## src/rtl/cell_fwd_sched_if.sv

```systemverilog
`default_nettype none
// ============================================================================
// Module   : cell_fwd_sched_if
// Brief    : Rx-buffer / Tx-FIFO handshake bundle of the cell forwarding
//            scheduler.
// Revision : 1.0
// ============================================================================
interface cell_fwd_sched_if #(
    parameter int NUM_RX = 4,
    parameter int NUM_TX = 4,
    parameter int SEL_W  = 2
);
    logic [NUM_RX-1:0]        rx_req;
    logic [NUM_RX*NUM_TX-1:0] rx_fwd;
    logic [NUM_RX-1:0]        rx_ack;
    logic [NUM_RX-1:0]        rx_rd;
    logic [NUM_TX-1:0]        tx_ready;
    logic [NUM_TX-1:0]        tx_wr;
    logic [SEL_W-1:0]         sel;
    logic [5:0]               byte_idx;
    logic                     busy;
    logic [15:0]              drop_cnt;

    // master: the scheduler; slave: the Rx buffers / Tx FIFOs around it
    modport master (
        input  rx_req, rx_fwd, tx_ready,
        output rx_ack, rx_rd, tx_wr, sel, byte_idx, busy, drop_cnt
    );
    modport slave (
        output rx_req, rx_fwd, tx_ready,
        input  rx_ack, rx_rd, tx_wr, sel, byte_idx, busy, drop_cnt
    );
endinterface
`default_nettype wire

```

## src/rtl/cell_fwd_sched.sv

```systemverilog
`default_nettype none
// ============================================================================
// Module   : cell_fwd_sched
// Brief    : Round-robin Rx-to-Tx cell forwarding scheduler (53-beat transfers).
//            SQUAT_FWDALL_EN: broadcast every cell to all Tx ports.
// Revision : 1.0
// ============================================================================
module cell_fwd_sched #(
    parameter int NUM_RX     = 4,
    parameter int NUM_TX     = 4,
    parameter int CELL_BYTES = 53
) (
    input  wire logic         clk,
    input  wire logic         rst,
    cell_fwd_sched_if.master  bus
);
    localparam int GW = (NUM_RX > 1) ? $clog2(NUM_RX) : 1;
    localparam logic [5:0] c_last_beat = 6'(CELL_BYTES - 1);

    typedef enum logic [2:0] {
        S_IDLE    = 3'd0,
        S_WAIT_TX = 3'd1,
        S_XFER    = 3'd2,
        S_DONE    = 3'd3,
        S_DROP    = 3'd4
    } state_t;

    state_t              r_state, w_state_nxt;
    logic [GW-1:0]       r_ptr, r_grant, w_grant_nxt, w_pick, w_cand, w_ptr_inc;
    logic [NUM_TX-1:0]   r_mask, w_mask_nxt, w_fwd;
    logic [NUM_RX-1:0]   w_grant_oh;
    logic                w_found;
    logic [5:0]          r_byte_idx;
    logic [NUM_RX-1:0]   r_rx_ack, r_rx_rd;
    logic [NUM_TX-1:0]   r_tx_wr;
    logic [15:0]         r_drop_cnt;

    // First requester at or after the pointer, wrapping
    always_comb begin
        w_found = 1'b0;
        w_pick  = r_ptr;
        w_cand  = r_ptr;
        for (int k = 0; k < NUM_RX; k++) begin
            w_cand = (int'(r_ptr) + k >= NUM_RX) ? GW'(int'(r_ptr) + k - NUM_RX)
                                                 : GW'(int'(r_ptr) + k);
            if (!w_found && bus.rx_req[w_cand]) begin
                w_found = 1'b1;
                w_pick  = w_cand;
            end
        end
    end

    always_comb begin
        w_fwd = '0;
        for (int i = 0; i < NUM_RX; i++) begin
            if (w_pick == GW'(i)) w_fwd = bus.rx_fwd[i*NUM_TX +: NUM_TX];
        end
    end

    always_comb begin
        w_grant_oh = '0;
        for (int i = 0; i < NUM_RX; i++) begin
            w_grant_oh[i] = (r_grant == GW'(i));
        end
    end

    assign w_ptr_inc = (r_grant == GW'(NUM_RX - 1)) ? '0 : r_grant + GW'(1);

    always_comb begin
        w_state_nxt = r_state;
        w_grant_nxt = r_grant;
        w_mask_nxt  = r_mask;
        case (r_state)
            S_IDLE: begin
                if (w_found) begin
                    w_grant_nxt = w_pick;
`ifdef SQUAT_FWDALL_EN
                    w_mask_nxt  = '1;
`else
                    w_mask_nxt  = w_fwd;
`endif
                    w_state_nxt = S_WAIT_TX;
                end
            end
            S_WAIT_TX: begin
                if (r_mask == '0)
                    w_state_nxt = S_DROP;
                else if ((bus.tx_ready & r_mask) == r_mask)
                    w_state_nxt = S_XFER;
            end
            S_XFER: begin
                if (r_byte_idx == c_last_beat) w_state_nxt = S_DONE;
            end
            S_DONE, S_DROP: w_state_nxt = S_IDLE;
            default:        w_state_nxt = S_IDLE;
        endcase
    end

    always_ff @(posedge clk or posedge rst) begin
        if (rst) begin
            r_state    <= S_IDLE;
            r_ptr      <= '0;
            r_grant    <= '0;
            r_mask     <= '0;
            r_byte_idx <= '0;
            r_rx_ack   <= '0;
            r_rx_rd    <= '0;
            r_tx_wr    <= '0;
            r_drop_cnt <= '0;
        end else begin
            r_state <= w_state_nxt;
            r_grant <= w_grant_nxt;
            r_mask  <= w_mask_nxt;
            if (w_state_nxt == S_DONE || w_state_nxt == S_DROP) r_ptr <= w_ptr_inc;
            // Strobes are registered off the next state so they line up with it
            r_byte_idx <= (w_state_nxt == S_XFER && r_state == S_XFER) ? r_byte_idx + 6'd1 : 6'd0;
            r_rx_rd    <= (w_state_nxt == S_XFER) ? w_grant_oh : '0;
            r_tx_wr    <= (w_state_nxt == S_XFER) ? r_mask : '0;
            r_rx_ack   <= (w_state_nxt == S_DONE || w_state_nxt == S_DROP) ? w_grant_oh : '0;
            if (w_state_nxt == S_DROP && r_drop_cnt != 16'hFFFF) r_drop_cnt <= r_drop_cnt + 16'd1;
        end
    end

    assign bus.rx_ack   = r_rx_ack;
    assign bus.rx_rd    = r_rx_rd;
    assign bus.tx_wr    = r_tx_wr;
    assign bus.sel      = r_grant;
    assign bus.byte_idx = r_byte_idx;
    assign bus.busy     = (r_state != S_IDLE);
    assign bus.drop_cnt = r_drop_cnt;
endmodule
`default_nettype wire

```

## src/flat_wrapper.sv

```systemverilog
// flat-port wrapper written by rule: the top's interface ports become plain ports
module cell_fwd_sched_flat 
#(
    parameter int NUM_RX     = 4,
    parameter int NUM_TX     = 4,
    parameter int CELL_BYTES = 53
)
  (clk, rst, bus_rx_req, bus_rx_fwd, bus_tx_ready, bus_rx_ack, bus_rx_rd, bus_tx_wr, bus_sel, bus_byte_idx, bus_busy, bus_drop_cnt);
  cell_fwd_sched_if #(.NUM_RX(NUM_RX), .NUM_TX(NUM_TX), .SEL_W(2)) bus_i ();
  input  wire logic clk;
  input  wire logic rst;
  input wire logic [$bits(bus_i.rx_req)-1:0] bus_rx_req;
  input wire logic [$bits(bus_i.rx_fwd)-1:0] bus_rx_fwd;
  input wire logic [$bits(bus_i.tx_ready)-1:0] bus_tx_ready;
  output wire logic [$bits(bus_i.rx_ack)-1:0] bus_rx_ack;
  output wire logic [$bits(bus_i.rx_rd)-1:0] bus_rx_rd;
  output wire logic [$bits(bus_i.tx_wr)-1:0] bus_tx_wr;
  output wire logic [$bits(bus_i.sel)-1:0] bus_sel;
  output wire logic [$bits(bus_i.byte_idx)-1:0] bus_byte_idx;
  output wire logic [$bits(bus_i.busy)-1:0] bus_busy;
  output wire logic [$bits(bus_i.drop_cnt)-1:0] bus_drop_cnt;
  assign bus_i.rx_req = bus_rx_req;
  assign bus_i.rx_fwd = bus_rx_fwd;
  assign bus_i.tx_ready = bus_tx_ready;
  assign bus_rx_ack = bus_i.rx_ack;
  assign bus_rx_rd = bus_i.rx_rd;
  assign bus_tx_wr = bus_i.tx_wr;
  assign bus_sel = bus_i.sel;
  assign bus_byte_idx = bus_i.byte_idx;
  assign bus_busy = bus_i.busy;
  assign bus_drop_cnt = bus_i.drop_cnt;
  cell_fwd_sched #(.NUM_RX(NUM_RX), .NUM_TX(NUM_TX), .CELL_BYTES(CELL_BYTES)) u_core (.clk(clk), .rst(rst), .bus(bus_i));
endmodule
```

## config.mk

```make
export PLATFORM = sky130hd
export DESIGN_NAME = cell_fwd_sched_flat
export DESIGN_NICKNAME = d
export VERILOG_FILES = /design/src/rtl/cell_fwd_sched_if.sv /design/src/rtl/cell_fwd_sched.sv /design/src/flat_wrapper.sv
export SDC_FILE = /design/constraint.sdc
export NUM_CORES = 1
export LEC_CHECK = 0
export CAP_MARGIN = 0
export CORE_ASPECT_RATIO = 0.6
export CORE_MARGIN = 3
export CORE_UTILIZATION = 49
export CTS_BUF_LIST = sky130_fd_sc_hd__clkbuf_8
export CTS_CLUSTER_DIAMETER = 120
export DETAILED_ROUTE_END_ITERATION = 6
export GPL_ROUTABILITY_DRIVEN = 0
export PLACE_DENSITY_LB_ADDON = 0.25
export SLEW_MARGIN = 40
export SYNTH_ARGS = -nofsm -noshare
export SYNTH_HDL_FRONTEND = slang
export SYNTH_SLANG_ARGS = --single-unit
```

## constraint.sdc

```tcl
create_clock -name clk -period 2.1 [get_ports clk]
set_input_delay 0.315 -clock clk [delete_from_list [all_inputs] [get_ports clk]]
set_output_delay 0.315 -clock clk [all_outputs]
set_load 0.01 [all_outputs]
```

==> metrics.csv <==
stage,metric,value,unit
status,run status,finished clean,
pwr,Gate power share,36.5,%
floorplan,die height,58.52,um
global_routing,global route overflow,0,
critical_path,Worst EP required,2.29,ns
drt,DRT antenna net count,0,
placed_design,count of input and output buffers,62,
finish,share of cells above drive strength 1,14.29,%
clocking,# hold bufs at CTS,0,
yosys,Cells after Synth,210,
clocking,Num Clock Sinks,45,
sta,Clock Skews,0.01046,ns
clocking,clk root buf,clkbuf_8,
global_routing,pin count of the biggest net entering global routing,22,
finish,Multi-input gate area,0.001082,mm^2
clocking,H-tree depth,2,
drt,drt initial violations,113,
floorplan,core box area,0.004257,mm^2
drt,first-pass iteration count of the detailed router,4,
drt,via count,1862,
pwr,switching pwr,0.0009781,W
sta,Final Hold Vio Count,0,
sta,minimum clock period,1.994,ns
sta,worst-margin pin slew,0.6379,ns
clocking,"CTS clk-pin slew, worst paths",0.09,ns
yosys,sequential share of the synthesized area,50.00,%
critical_path,Worst setup SP type,flip-flop,
drt,total wire length,5.315,mm
sta,Final period util,94.96,%
finish,Storage cell area,0.001127,mm^2
yosys,top_reg_cell synth,dfrtp_1,
critical_path,Critical Path End Type,flip-flop,
pwr,Seq pwr share,43.8,%
pwr,cell-internal power,0.001784,W
sta,worst rel slew slack,57.21,%
clocking,Clock Latency Late Sink,0.30,ns
critical_path,reg2reg path depth,5,
critical_path,crit-path max FO,5,
pwr,Max VDD drop,0.5023,mV
critical_path,Worst Setup SP,u_core.r_mask[1]$_DFFE_PP0P_,
yosys,Post-synth EDFFs,0,
sta,hold_ws,0.3285,ns
floorplan,Initial Util,52.91,%
finish,Fill cells,303,
global_routing,Global Route Usage Sum,21.61,%
job,max cap viols,0,
critical_path,Crit Path Class,reg2reg,
sta,Fmax achieved,0.5015,GHz
finish,Synth-to-Final Area Change,40.56,%
yosys,Async SR Flop Fraction,100.0,%
floorplan,io pins,63,
finish,post-route cell area,0.003166,mm^2
critical_path,reg-to-reg endpoint,u_core.bus.drop_cnt[10]$_DFFE_PP0P_,
finish,net count of the finished layout,326,
finish,"commonest cells after routing, fill and taps aside","62 x clkdlybuf4s50_1, 44 x dfrtp_1, 20 x nor2_1",
pwr,switching share of power,35.42,%
drt,post-route DRC violation count,0,
floorplan,Die ar.,0.005473,mm^2
sta,RSZ-0062 raised after global routing,false,
global_routing,first-pass GRT wire length,9.128,mm
finish,Antenna diodes,0,
yosys,Syn. warnings,0,
sta,Setup-failing EPs final,0,
critical_path,Critical Path AT,2.18,ns
yosys,Synth cell types,45,
critical_path,start of the worst register-to-register path,u_core.r_mask[1]$_DFFE_PP0P_,
pwr,PD cells,872.5,mW/mm^2
drt,wire length per cell,15.01,um
yosys,synthesized net count,243,
placed_design,DP Wirelength,4.223,mm
sta,"Slew Viols, Final",0,
finish,"most common cell after layout, fill and taps aside",clkdlybuf4s50_1,
clocking,clock tree buffer depth,2,
yosys,Mapped Area,0.002252,mm^2
critical_path,crit path to,u_core.bus.drop_cnt[10]$_DFFE_PP0P_,
global_routing,vias in the first global route,1863,
yosys,"Avg Cell Area, Syn",10.72,um^2
floorplan,Horiz. Die Dim,93.53,um
drt,vias per cell,5.260,
floorplan,std cell rows,18,
clocking,TritonCTS buffer count,5,
clocking,TritonCTS clock tree,done,
global_routing,initial antenna violation count,0,
critical_path,R2R setup slack,0.11,ns
min_path,worst hold-check path type,in2async,
yosys,Synth Register Bits,45,
placed_design,placed inst area,0.003063,mm^2
pwr,Leakage,1.358,nW
pwr,Clock Power Share,19.7,%
==> kinds of logic (layout without fill, tap and decap cells) <==
kind of cell               after synthesis  in the layout  synth area share (%)
xor gates and xnor gates                15             15                 5.833
buffers and inverters                   11             95                 1.944
DFF                                     45             45                 50.00
AOI/OAI and AO/OA                       27             27                 9.110
muxes                                   11             11                 5.222
and+or+nand+nor                         94             94                 24.00
adders and majority gates                7              7                 3.889
==> what timing repair did <==
action / in CTS / in global routing
gates resized for setup: 0 / 1
buffers inserted: 0 / 1
endpoints found under the setup margin: 0 / 2
==> registers in the layout, indices dropped and copies added, names as in the netlist <==
signal	flops
u_core.r_state	3
u_core.r_ptr	2
u_core.bus.sel	2
u_core.bus.rx_ack	4
u_core.bus.byte_idx	6
u_core.bus.tx_wr	4
u_core.bus.drop_cnt	16
u_core.bus.rx_rd	4
u_core.r_mask	4
==> worst min-delay path by stage <==
stage | from | endpoint | slack [ns]
4_1_cts | rst | u_core.bus.byte_idx[2]$_DFF_PP0_ | 0.33
2_1_floorplan | u_core.r_mask[1]$_DFFE_PP0P_ | u_core.bus.tx_wr[1]$_DFF_PP0_ | 0.51
3_5_place_dp | u_core.bus.drop_cnt[5]$_DFFE_PP0P_ | u_core.bus.drop_cnt[5]$_DFFE_PP0P_ | 0.48
6_report | rst | u_core.bus.drop_cnt[12]$_DFFE_PP0P_ | 0.33
3_3_place_gp | u_core.bus.drop_cnt[5]$_DFFE_PP0P_ | u_core.bus.drop_cnt[5]$_DFFE_PP0P_ | 0.49
5_1_grt | rst | u_core.bus.tx_wr[1]$_DFF_PP0_ | 0.37
==> through the flow <==
stage                     setup slack, ns  std cells  util, %  TNS [ns]  power [W]
after CTS                          0.1094        353    74.16         0   0.002773
after floorplan                    0.2469        210        -         0   0.001729
final                              0.1059        354    74.37         0   0.002762
after global placement           -0.03469        345    71.96   -0.1106   0.002177
after global routing             0.003669        354    74.37         0   0.002954
after detailed placement         -0.08388        345    71.96   -0.3455   0.002224
==> Yosys cell counts, drive strengths merged (3+ instances only) <==
cell type | n | area, um^2
nand4 | 8 | 50.05
nand3 | 8 | 45.04
and3 | 3 | 21.27
a211oi | 5 | 42.54
dfrtp | 45 | 1126
and2 | 18 | 112.6
o21ai | 4 | 20.01
nor2b | 9 | 58.81
xnor2 | 11 | 96.34
nand2 | 12 | 45.04
xor2 | 4 | 35.03
nor2 | 20 | 75.07
or2 | 3 | 18.77
mux2 | 6 | 67.56
ha | 7 | 87.58
nor4 | 3 | 18.77
inv | 9 | 33.78
a221oi | 4 | 35.03
a21oi | 5 | 25.02
mux2i | 5 | 50.05
==> per-layer routing <==
layer / vias to the layer above / share of wire [%] / GRT usage (%) / routed length (um)
li1: 900 / - / - / -
met1: 881 / 50 / 32.89 / 2655
met2: 77 / 42 / 30.69 / 2206
met3: 4 / 7.7 / 4.981 / 411
met4: 0 / 0.79 / 6.681 / 42
met5: - / 0 / 0 / 0
==> area by class of cell <==
cell class	instances	area share [%]
clock buffers	5	2.174
flip-flops and latches	45	35.61
repair buffers	78	23.79
clock inverters	3	0.7905
well taps	60	2.372
inverters	9	1.067
multi-input cells	154	34.19
==> critical path, cell delays in order, from the launching register on <==
cell and delay, ns:
dfrtp_2 0.45, or4_4 0.57, nor3_4 0.23, nand3_2 0.17
nor2_1 0.14, mux2_1 0.33
==> power by group through the flow <==
stage | Sequential, W | Combinational (W) | Clock [W]
floorplan | 0.00120 | 0.000528 | 0
global placement | 0.00121 | 0.000969 | 0
detailed placement | 0.00122 | 0.00100 | 0
CTS | 0.00120 | 0.00101 | 0.000563
global route | 0.00123 | 0.00112 | 0.000606
finish | 0.00121 | 0.00101 | 0.000544
(Power assumes the default switching activity.)
